<file path="src/rtl/multicycle_control_if.sv">
// Control-unit bus: IR/status inputs from the datapath, strobes and selects back to it.
interface multicycle_control_if #(
  parameter int unsigned CNT_W = 16
);
  logic [31:0]      instruction;
  logic             zero;
  logic             mem_ready;
  logic             pc_write;
  logic             pc_src;
  logic             ir_write;
  logic             mem_read;
  logic             mem_write;
  logic             mem_addr_src;
  logic             reg_write;
  logic             mem_to_reg;
  logic             alu_src;
  logic [1:0]       alu_op;
  logic [1:0]       imm_sel;
  logic             illegal;
  logic [2:0]       state;
  logic [CNT_W-1:0] retired;

  // Datapath side
  modport master (
    output instruction, zero, mem_ready,
    input  pc_write, pc_src, ir_write, mem_read, mem_write, mem_addr_src,
           reg_write, mem_to_reg, alu_src, alu_op, imm_sel, illegal, state, retired
  );

  // Control-unit side
  modport slave (
    input  instruction, zero, mem_ready,
    output pc_write, pc_src, ir_write, mem_read, mem_write, mem_addr_src,
           reg_write, mem_to_reg, alu_src, alu_op, imm_sel, illegal, state, retired
  );
endinterface

</file>
<file path="src/rtl/multicycle_control.sv">
// Multicycle RISC-V control FSM: sequences fetch/decode/execute/memory/writeback
// for R-type, LW, SW and BEQ and counts retired instructions.
module multicycle_control #(
  parameter int unsigned CNT_W = 16
) (
  input logic                 clk,
  input logic                 reset,
  multicycle_control_if.slave bus
);

  localparam int unsigned OP_W = 7;
  localparam int unsigned ST_W = 3;

  localparam logic [OP_W-1:0] OP_R   = 7'b0110011;
  localparam logic [OP_W-1:0] OP_LW  = 7'b0000011;
  localparam logic [OP_W-1:0] OP_SW  = 7'b0100011;
  localparam logic [OP_W-1:0] OP_BEQ = 7'b1100011;

  localparam logic [1:0] ALU_ADD   = 2'b00;
  localparam logic [1:0] ALU_SUB   = 2'b01;
  localparam logic [1:0] ALU_FUNCT = 2'b10;

  localparam logic [1:0] IMM_NONE = 2'b00;
  localparam logic [1:0] IMM_I    = 2'b01;
  localparam logic [1:0] IMM_S    = 2'b10;
  localparam logic [1:0] IMM_B    = 2'b11;

  typedef enum logic [ST_W-1:0] {
    S_FETCH  = 3'd0,
    S_DECODE = 3'd1,
    S_EXEC   = 3'd2,
    S_MEM    = 3'd3,
    S_WB     = 3'd4
  } state_e;

  state_e           state_q, state_d;
  logic [OP_W-1:0]  op_q, op_d;
  logic [CNT_W-1:0] retired_q, retired_d;
  logic             retire_c;
  logic [OP_W-1:0]  opcode_c;
  logic             supported_c;
  logic             instr_unused_c;

  assign opcode_c       = bus.instruction[OP_W-1:0];
  assign supported_c    = opcode_c inside {OP_R, OP_LW, OP_SW, OP_BEQ};
  assign instr_unused_c = ^bus.instruction[31:OP_W];

  // Immediate format follows the latched opcode through EXEC and MEM
  function automatic logic [1:0] imm_for(input logic [OP_W-1:0] op);
    logic [1:0] sel;
    sel = IMM_NONE;
    case (op)
      OP_LW:   sel = IMM_I;
      OP_SW:   sel = IMM_S;
      OP_BEQ:  sel = IMM_B;
      default: sel = IMM_NONE;
    endcase
    return sel;
  endfunction

  always_ff @(posedge clk) begin
    if (reset) begin
      state_q   <= S_FETCH;
      op_q      <= '0;
      retired_q <= '0;
    end else begin
      state_q   <= state_d;
      op_q      <= op_d;
      retired_q <= retired_d;
    end
  end

  // Next state, opcode latch and retire event
  always_comb begin
    state_d  = state_q;
    op_d     = op_q;
    retire_c = 1'b0;
    case (state_q)
      S_FETCH: begin
        if (bus.mem_ready) state_d = S_DECODE;
      end
      S_DECODE: begin
        op_d    = opcode_c;
        state_d = supported_c ? S_EXEC : S_FETCH;
      end
      S_EXEC: begin
        case (op_q)
          OP_R:         state_d = S_WB;
          OP_LW, OP_SW: state_d = S_MEM;
          OP_BEQ: begin
            state_d  = S_FETCH;
            retire_c = 1'b1;
          end
          default:      state_d = S_FETCH;
        endcase
      end
      S_MEM: begin
        if (op_q == OP_LW) begin
          if (bus.mem_ready) state_d = S_WB;
        end else if (op_q == OP_SW) begin
          if (bus.mem_ready) begin
            state_d  = S_FETCH;
            retire_c = 1'b1;
          end
        end else begin
          state_d = S_FETCH;
        end
      end
      S_WB: begin
        state_d  = S_FETCH;
        retire_c = 1'b1;
      end
      default: state_d = S_FETCH;
    endcase
    retired_d = retired_q + CNT_W'(retire_c);
  end

  // Datapath strobes and selects; all forced low while reset is held
  always_comb begin
    bus.pc_write     = 1'b0;
    bus.pc_src       = 1'b0;
    bus.ir_write     = 1'b0;
    bus.mem_read     = 1'b0;
    bus.mem_write    = 1'b0;
    bus.mem_addr_src = 1'b0;
    bus.reg_write    = 1'b0;
    bus.mem_to_reg   = 1'b0;
    bus.alu_src      = 1'b0;
    bus.alu_op       = ALU_ADD;
    bus.imm_sel      = IMM_NONE;
    bus.illegal      = 1'b0;
    if (!reset) begin
      case (state_q)
        S_FETCH: begin
          bus.mem_read = 1'b1;
          if (bus.mem_ready) begin
            bus.ir_write = 1'b1;
            bus.pc_write = 1'b1;
          end
        end
        S_DECODE: begin
          bus.illegal = ~supported_c;
        end
        S_EXEC: begin
          bus.imm_sel = imm_for(op_q);
          case (op_q)
            OP_R: begin
              bus.alu_src = 1'b0;
              bus.alu_op  = ALU_FUNCT;
            end
            OP_LW, OP_SW: begin
              bus.alu_src = 1'b1;
              bus.alu_op  = ALU_ADD;
            end
            OP_BEQ: begin
              bus.alu_src  = 1'b0;
              bus.alu_op   = ALU_SUB;
              bus.pc_write = bus.zero;
              bus.pc_src   = bus.zero;
            end
            default: bus.alu_op = ALU_ADD;
          endcase
        end
        S_MEM: begin
          bus.mem_addr_src = 1'b1;
          bus.imm_sel      = imm_for(op_q);
          bus.mem_read     = (op_q == OP_LW);
          bus.mem_write    = (op_q == OP_SW);
        end
        S_WB: begin
          bus.reg_write  = 1'b1;
          bus.mem_to_reg = (op_q == OP_LW);
        end
        default: bus.illegal = 1'b0;
      endcase
    end
  end

  assign bus.state   = state_q;
  assign bus.retired = retired_q;

endmodule

</file>
<file path="src/flat_wrapper.sv">
// flat-port wrapper written by rule: the top's interface ports become plain ports
module multicycle_control_flat 
#(
  parameter int unsigned CNT_W = 16
)
  (clk, reset, bus_instruction, bus_zero, bus_mem_ready, bus_pc_write, bus_pc_src, bus_ir_write, bus_mem_read, bus_mem_write, bus_mem_addr_src, bus_reg_write, bus_mem_to_reg, bus_alu_src, bus_alu_op, bus_imm_sel, bus_illegal, bus_state, bus_retired);
  multicycle_control_if #(.CNT_W(CNT_W)) bus_i ();
  input logic clk;
  input logic reset;
  input wire logic [$bits(bus_i.instruction)-1:0] bus_instruction;
  input wire logic [$bits(bus_i.zero)-1:0] bus_zero;
  input wire logic [$bits(bus_i.mem_ready)-1:0] bus_mem_ready;
  output wire logic [$bits(bus_i.pc_write)-1:0] bus_pc_write;
  output wire logic [$bits(bus_i.pc_src)-1:0] bus_pc_src;
  output wire logic [$bits(bus_i.ir_write)-1:0] bus_ir_write;
  output wire logic [$bits(bus_i.mem_read)-1:0] bus_mem_read;
  output wire logic [$bits(bus_i.mem_write)-1:0] bus_mem_write;
  output wire logic [$bits(bus_i.mem_addr_src)-1:0] bus_mem_addr_src;
  output wire logic [$bits(bus_i.reg_write)-1:0] bus_reg_write;
  output wire logic [$bits(bus_i.mem_to_reg)-1:0] bus_mem_to_reg;
  output wire logic [$bits(bus_i.alu_src)-1:0] bus_alu_src;
  output wire logic [$bits(bus_i.alu_op)-1:0] bus_alu_op;
  output wire logic [$bits(bus_i.imm_sel)-1:0] bus_imm_sel;
  output wire logic [$bits(bus_i.illegal)-1:0] bus_illegal;
  output wire logic [$bits(bus_i.state)-1:0] bus_state;
  output wire logic [$bits(bus_i.retired)-1:0] bus_retired;
  assign bus_i.instruction = bus_instruction;
  assign bus_i.zero = bus_zero;
  assign bus_i.mem_ready = bus_mem_ready;
  assign bus_pc_write = bus_i.pc_write;
  assign bus_pc_src = bus_i.pc_src;
  assign bus_ir_write = bus_i.ir_write;
  assign bus_mem_read = bus_i.mem_read;
  assign bus_mem_write = bus_i.mem_write;
  assign bus_mem_addr_src = bus_i.mem_addr_src;
  assign bus_reg_write = bus_i.reg_write;
  assign bus_mem_to_reg = bus_i.mem_to_reg;
  assign bus_alu_src = bus_i.alu_src;
  assign bus_alu_op = bus_i.alu_op;
  assign bus_imm_sel = bus_i.imm_sel;
  assign bus_illegal = bus_i.illegal;
  assign bus_state = bus_i.state;
  assign bus_retired = bus_i.retired;
  multicycle_control #(.CNT_W(CNT_W)) u_core (.clk(clk), .reset(reset), .bus(bus_i));
endmodule
</file>
<file path="config.mk">
export PLATFORM = sky130hd
export DESIGN_NAME = multicycle_control_flat
export DESIGN_NICKNAME = d
export VERILOG_FILES = /design/src/rtl/multicycle_control_if.sv /design/src/rtl/multicycle_control.sv /design/src/flat_wrapper.sv
export SDC_FILE = /design/constraint.sdc
export NUM_CORES = 1
export LEC_CHECK = 0
export ABC_CLOCK_PERIOD_IN_PS = 3500
export BUFFER_PORTS_ARGS = -buffer_cell sky130_fd_sc_hd__buf_4
export CAP_MARGIN = 0
export CORE_MARGIN = 5
export CORE_UTILIZATION = 45
export CTS_CLUSTER_DIAMETER = 40
export DETAILED_ROUTE_END_ITERATION = 10
export GPL_ROUTABILITY_DRIVEN = 0
export PLACE_DENSITY = 0.86
export SLEW_MARGIN = 5
export SYNTH_ARGS = -nofsm -noshare
export SYNTH_HDL_FRONTEND = slang
export SYNTH_SLANG_ARGS = --single-unit
</file>
<file path="constraint.sdc">
create_clock -name clk -period 3.5 [get_ports clk]
set_clock_uncertainty 0.15 [all_clocks]
set_input_delay 0.35 -clock clk [delete_from_list [all_inputs] [get_ports clk]]
set_output_delay 0.35 -clock clk [all_outputs]
set_load 0.02 [all_outputs]
</file>
* Word level (Yosys, flattened, before mapping) *
Index checks and enable logic that the tools add are counted.

storage, ports and cells
  register bits after elaboration = 26
  input bits = 36
  output and inout bits = 33
  logic and storage cells = 66

cells by class
  $add $sub $neg = 1
  eq/ne operators = 15
  mux-type cells = 41
  bitwise gates (word level) = 1
  reductions and logical operators = 5

operators with widths
  kind                                                              count
  7-bit by 6-bit == test with 1-bit output (second input constant)  4
  1-bit two-way mux                                                 24
  16-bit by 1-bit adder with 16-bit output                          1
  3-bit two-way mux                                                 5
  7-bit by 2-bit == test with 1-bit output (second input constant)  2
  7-bit == test (second input constant)                             2
  3-bit case mux with 4 select lines                                1
  2-bit two-way mux                                                 5
  3-bit by 2-bit == test with 1-bit output (second input constant)  2
  3-bit != test (second input constant)                             2
  2-bit case mux with 3 select lines                                1
  3-bit case mux with 2 select lines                                1
  1-bit case mux with 2 select lines                                2
  2-bit case mux with 2 select lines                                1
  4-bit nonzero test                                                1
  2-bit OR reduction                                                2
  3-bit by 1-bit == test with 1-bit output (second input constant)  1
  3-bit == test (second input constant)                             1
  3-bit logical NOT                                                 1
  1-bit case mux with 3 select lines                                1
  3-bit AND reduction                                               1
  2-bit != test (second input constant)                             1
  1-bit NOT                                                         1

* Depth between registers and ports, before layout *
  depth in word-level cells = 5
  mapped depth = 9
  depth with buffers taken out = 8

* Worst setup path before layout *
Ideal clock, no wire load.

  path kind = register -> output
  start = register u_core.state_q[2] (netlist: u_core.bus.state[2])
  end = output bus_mem_to_reg
  data arrival time = 2.163 ns
  required time = 3.000 ns
  path slack = 0.837 ns
  cell stages (with the launch flop) = 3
  path buffers = 0
  cells stage by stage = dfxtp_1 > nor4b_1 > nor4b_1

between the ends
  cells in the longest elaborated chain, start to end = 3

RTL lines
  element                 line                       source
  start, declared         multicycle_control.sv:36   state_e state_q, state_d;
  start signal, assigned  multicycle_control.sv:67   state_q <= state_d;
  3-bit == test           multicycle_control.sv:133  case (state_q)
  1-bit two-way mux       multicycle_control.sv:133
  1-bit two-way mux       multicycle_control.sv:132  if (!reset) begin
  end, declared           flat_wrapper.sv:20         output wire logic [$bits(bus_i.mem_to_reg)-1:0] bus_mem_to_reg;

Every way passes these cells.

* Worst setup path in the final report *
  start = register u_core.state_q[0] (netlist: u_core.bus.state[0])
  end = register u_core.retired_q[14] (netlist: u_core.bus.retired[14])

between the ends
  cells in the longest elaborated chain, start to end = 3
  elaborated cells on any way between the ends = 5
  those cells by class = add/sub: 1; eq/ne: 3; mux: 1

RTL lines
  element                                                                           line                       source
  3-bit == test / 3-bit by 2-bit == test with 1-bit output (equally long branches)  multicycle_control.sv:78   case (state_q)
  1-bit case mux with 3 select lines *                                              multicycle_control.sv:78
  16-bit by 1-bit adder with 16-bit output *                                        multicycle_control.sv:115  retired_d = retired_q + CNT_W'(retire_c);
  end signal, assigned                                                              multicycle_control.sv:69   retired_q <= retired_d;
  end, declared                                                                     multicycle_control.sv:38   logic [CNT_W-1:0] retired_q, retired_d;

Mark *: on every way between the ends. The rest lies on a longest branch, timed or not.
A chain may end at the register's enable or synchronous reset.

==> results.sh <==
export IMPL_ys_types=39
export IMPL_routed_via_count=1332
export IMPL_n_antenna_cell=0
export IMPL_cts_buffers=3
export IMPL_critPathLaunchType="flip-flop"
export IMPL_wl_mm=3.115
export IMPL_cts_root_buf="clkbuf_4"
export IMPL_critPathMaxFanout=15
export IMPL_grt_usage_pct=15.17
export IMPL_fmax_mhz=363.1
export IMPL_ctsLongestPathBuffers=2
export IMPL_grt_overflow_total=0
export IMPL_hold_buffers=0
export IMPL_first_iter_violations=126
export IMPL_syn2layout_area_growth_pct=27.94
export IMPL_netlist_top_cells_count="dfxtp_1, nor2_1, nor2b_1"
export IMPL_htree_levels=1
export IMPL_antenna_found_initial=0
export IMPL_initial_core_util_pct=46.08
export IMPL_synth_seq_area_share_pct=37.61
export IMPL_ir_worst_vdd_mv=0.1726
export IMPL_setup_viol=0
export IMPL_tightest_slew_ns=0.4683
export IMPL_synth_avg_cell_area_sq_um=8.542
export IMPL_final_hold_viol_count=0
export IMPL_yosysWarningCount=0
export IMPL_post_cts_buffers=0
export IMPL_ant_nets=0
export IMPL_worstHoldPathType="in -> reg"
export IMPL_status="complete, no violations"
export IMPL_die_area_sq_mm=0.004284
export IMPL_drive_above_1_share_pct=27.36
export IMPL_yosysMostFrequentCell="dfxtp_1"
export IMPL_arrival_ns=2.83
export IMPL_setup_slack_ns=0.7457
export IMPL_synth_enable_flop_cells=0
export IMPL_required_ns=3.57
export IMPL_die_w_microns=65.46
export IMPL_worst_setup_path_type="reg -> reg"
export IMPL_maxCapViolCount=0
export IMPL_wire_per_inst_microns=13.31
export IMPL_grt_max_degree=33
export IMPL_grt_pass1_wl_mm=5.285
export IMPL_period_share_pct=78.69
export IMPL_setup_tns_ns=0
export IMPL_clk_pin_slew_ns=0.14
export IMPL_viasPerCell=5.692
export IMPL_num_nets_final=240
export IMPL_ys_seq_elements=26
export IMPL_p_leak_uw=0.0007119
export IMPL_drtPass1Iterations=4
export IMPL_timing_final_crit_period_ns=2.754
export IMPL_pre_cts_slack_ns=0.7925
export IMPL_num_io_pins=69
export IMPL_cts_tree="done"
export IMPL_clock_latency_ns=0.31
export IMPL_synth_top_area_share_pct=37.61
export IMPL_synth_flop_cell="dfxtp_1"
export IMPL_relSlewSlack_pct=68.34
export IMPL_syn_inst=162
export IMPL_netlist_top_cells_area="dfxtp_1, nor2_1, mux2i_1"
export IMPL_cts_repair_resized=0
export IMPL_drcViolationCount=0
export IMPL_rows=20
export IMPL_synth_top_area_cell="dfxtp_1"
export IMPL_critPathCaptureType="flip-flop"
export IMPL_power_density_mw_per_mm2=316.9
export IMPL_drv_slew=0
export IMPL_grt_pass1_vias=1159
export IMPL_async_reset_ff_share_pct=0
export IMPL_numPortBuffers=43
export IMPL_rsz0062_at_grt="no"
export IMPL_dpl_hpwl_mm=2.295
export IMPL_synth_nets=200
export IMPL_netlist_area_sq_mm=0.001384
export IMPL_clock_sinks=26
export IMPL_die_h_microns=65.46
export IMPL_core_sq_mm=0.003003
worst max-delay path: stages, from the launching register on:
cell and delay (ns):
dfxtp_1 0.59, nand2_1 0.15, o21ai_0 0.19, a32o_1 0.21, ha_1 0.23, ha_1 0.24
nand3_2 0.19, nor4_1 0.34, mux2_2 0.37
registers in the layout, summed over array words and instances (netlist names):
name / count
u_core.bus.retired: 16
u_core.bus.state: 3
u_core.op_q: 7
area by class of cell:
type                       instances  area, sq um
fill                             273         1232
multi-input combinational        123        810.8
sequential                        26        520.5
timing repair buffer              44        330.3
tap                               33        41.29
clock inverter                     1        30.03
clock buffer                       3        22.52
inverter                           4        15.01
placed cells by master, fill, tap and decap left out, types with 4 or more instances in the layout:
cell | synthesis | final
o21ai_0 | 6 | 6
a21oi_1 | 7 | 7
nand2_1 | 8 | 8
nor4_1 | 8 | 8
nor2b_1 | 11 | 11
nor4b_1 | 5 | 5
mux2_2 | 4 | 4
inv_1 | 4 | 4
and3_1 | 4 | 4
or3_1 | 5 | 5
buf_4 | 0 | 44
nand3_1 | 5 | 5
mux2i_1 | 7 | 7
dfxtp_1 | 26 | 26
nor2_1 | 19 | 19
layer usage:
| metal | vias to the layer above | part of all wire, % | wire, microns | global-route usage, % |
|---|---|---|---|---|
| li1 | 671 | - | - | - |
| met1 | 623 | 47 | 1465 | 21.41 |
| met2 | 36 | 48 | 1492 | 24.40 |
| met3 | 2 | 4.1 | 127 | 1.368 |
| met4 | 0 | 0.93 | 29 | 4.663 |
| met5 | - | 0 | 0 | 0 |
kinds of logic after synthesis:
| logic type | synth area share, % |
|---|---|
| buffers and inverters | 3.797 |
| adders and majority gates | 1.808 |
| muxes | 9.132 |
| DFF | 37.61 |
| xor gates and xnor gates | 2.532 |
| and+or+nand+nor | 35.80 |
| AOI/OAI and AO/OA | 9.313 |
path summary, 6_finish.rpt:
check / startpoint / endpoint / slack (ns) / depth (start not counted)
setup / recovery: u_core.bus.state[0] / u_core.bus.retired[14] / 0.75 / 8
setup reg to reg: u_core.bus.state[0] / u_core.bus.retired[14] / 0.75 / 8
hold / removal: bus_instruction[6] / u_core.op_q[6] / 0.13 / 3
hold reg to reg: u_core.bus.retired[7] / u_core.bus.retired[7] / 0.37 / 2
per-stage QoR:
step | total power [uW] | utilization, % | hold WS [ns] | cells | cell area [sq um]
CTS | 569.0 | 58.96 | 0.1185 | 234 | 1770
finish | 561.1 | 58.96 | 0.1267 | 234 | 1770
global placement | 362.5 | 57.21 | 0.3390 | 230 | 1718
floorplan | 342.8 | - | 0.3172 | 162 | 1384
detailed placement | 363.7 | 57.21 | 0.3485 | 230 | 1718
global route | 587.3 | 58.96 | 0.1131 | 234 | 1770
report_power, final:
group | leakage (uW) | total, uW | internal [uW] | switching (uW)
Clock | 0.0000279 | 204 | 116 | 87.9
Sequential | 0.000210 | 308 | 301 | 7.35
Combinational | 0.000474 | 49.4 | 24.2 | 25.2
(Power assumes the default switching activity.)
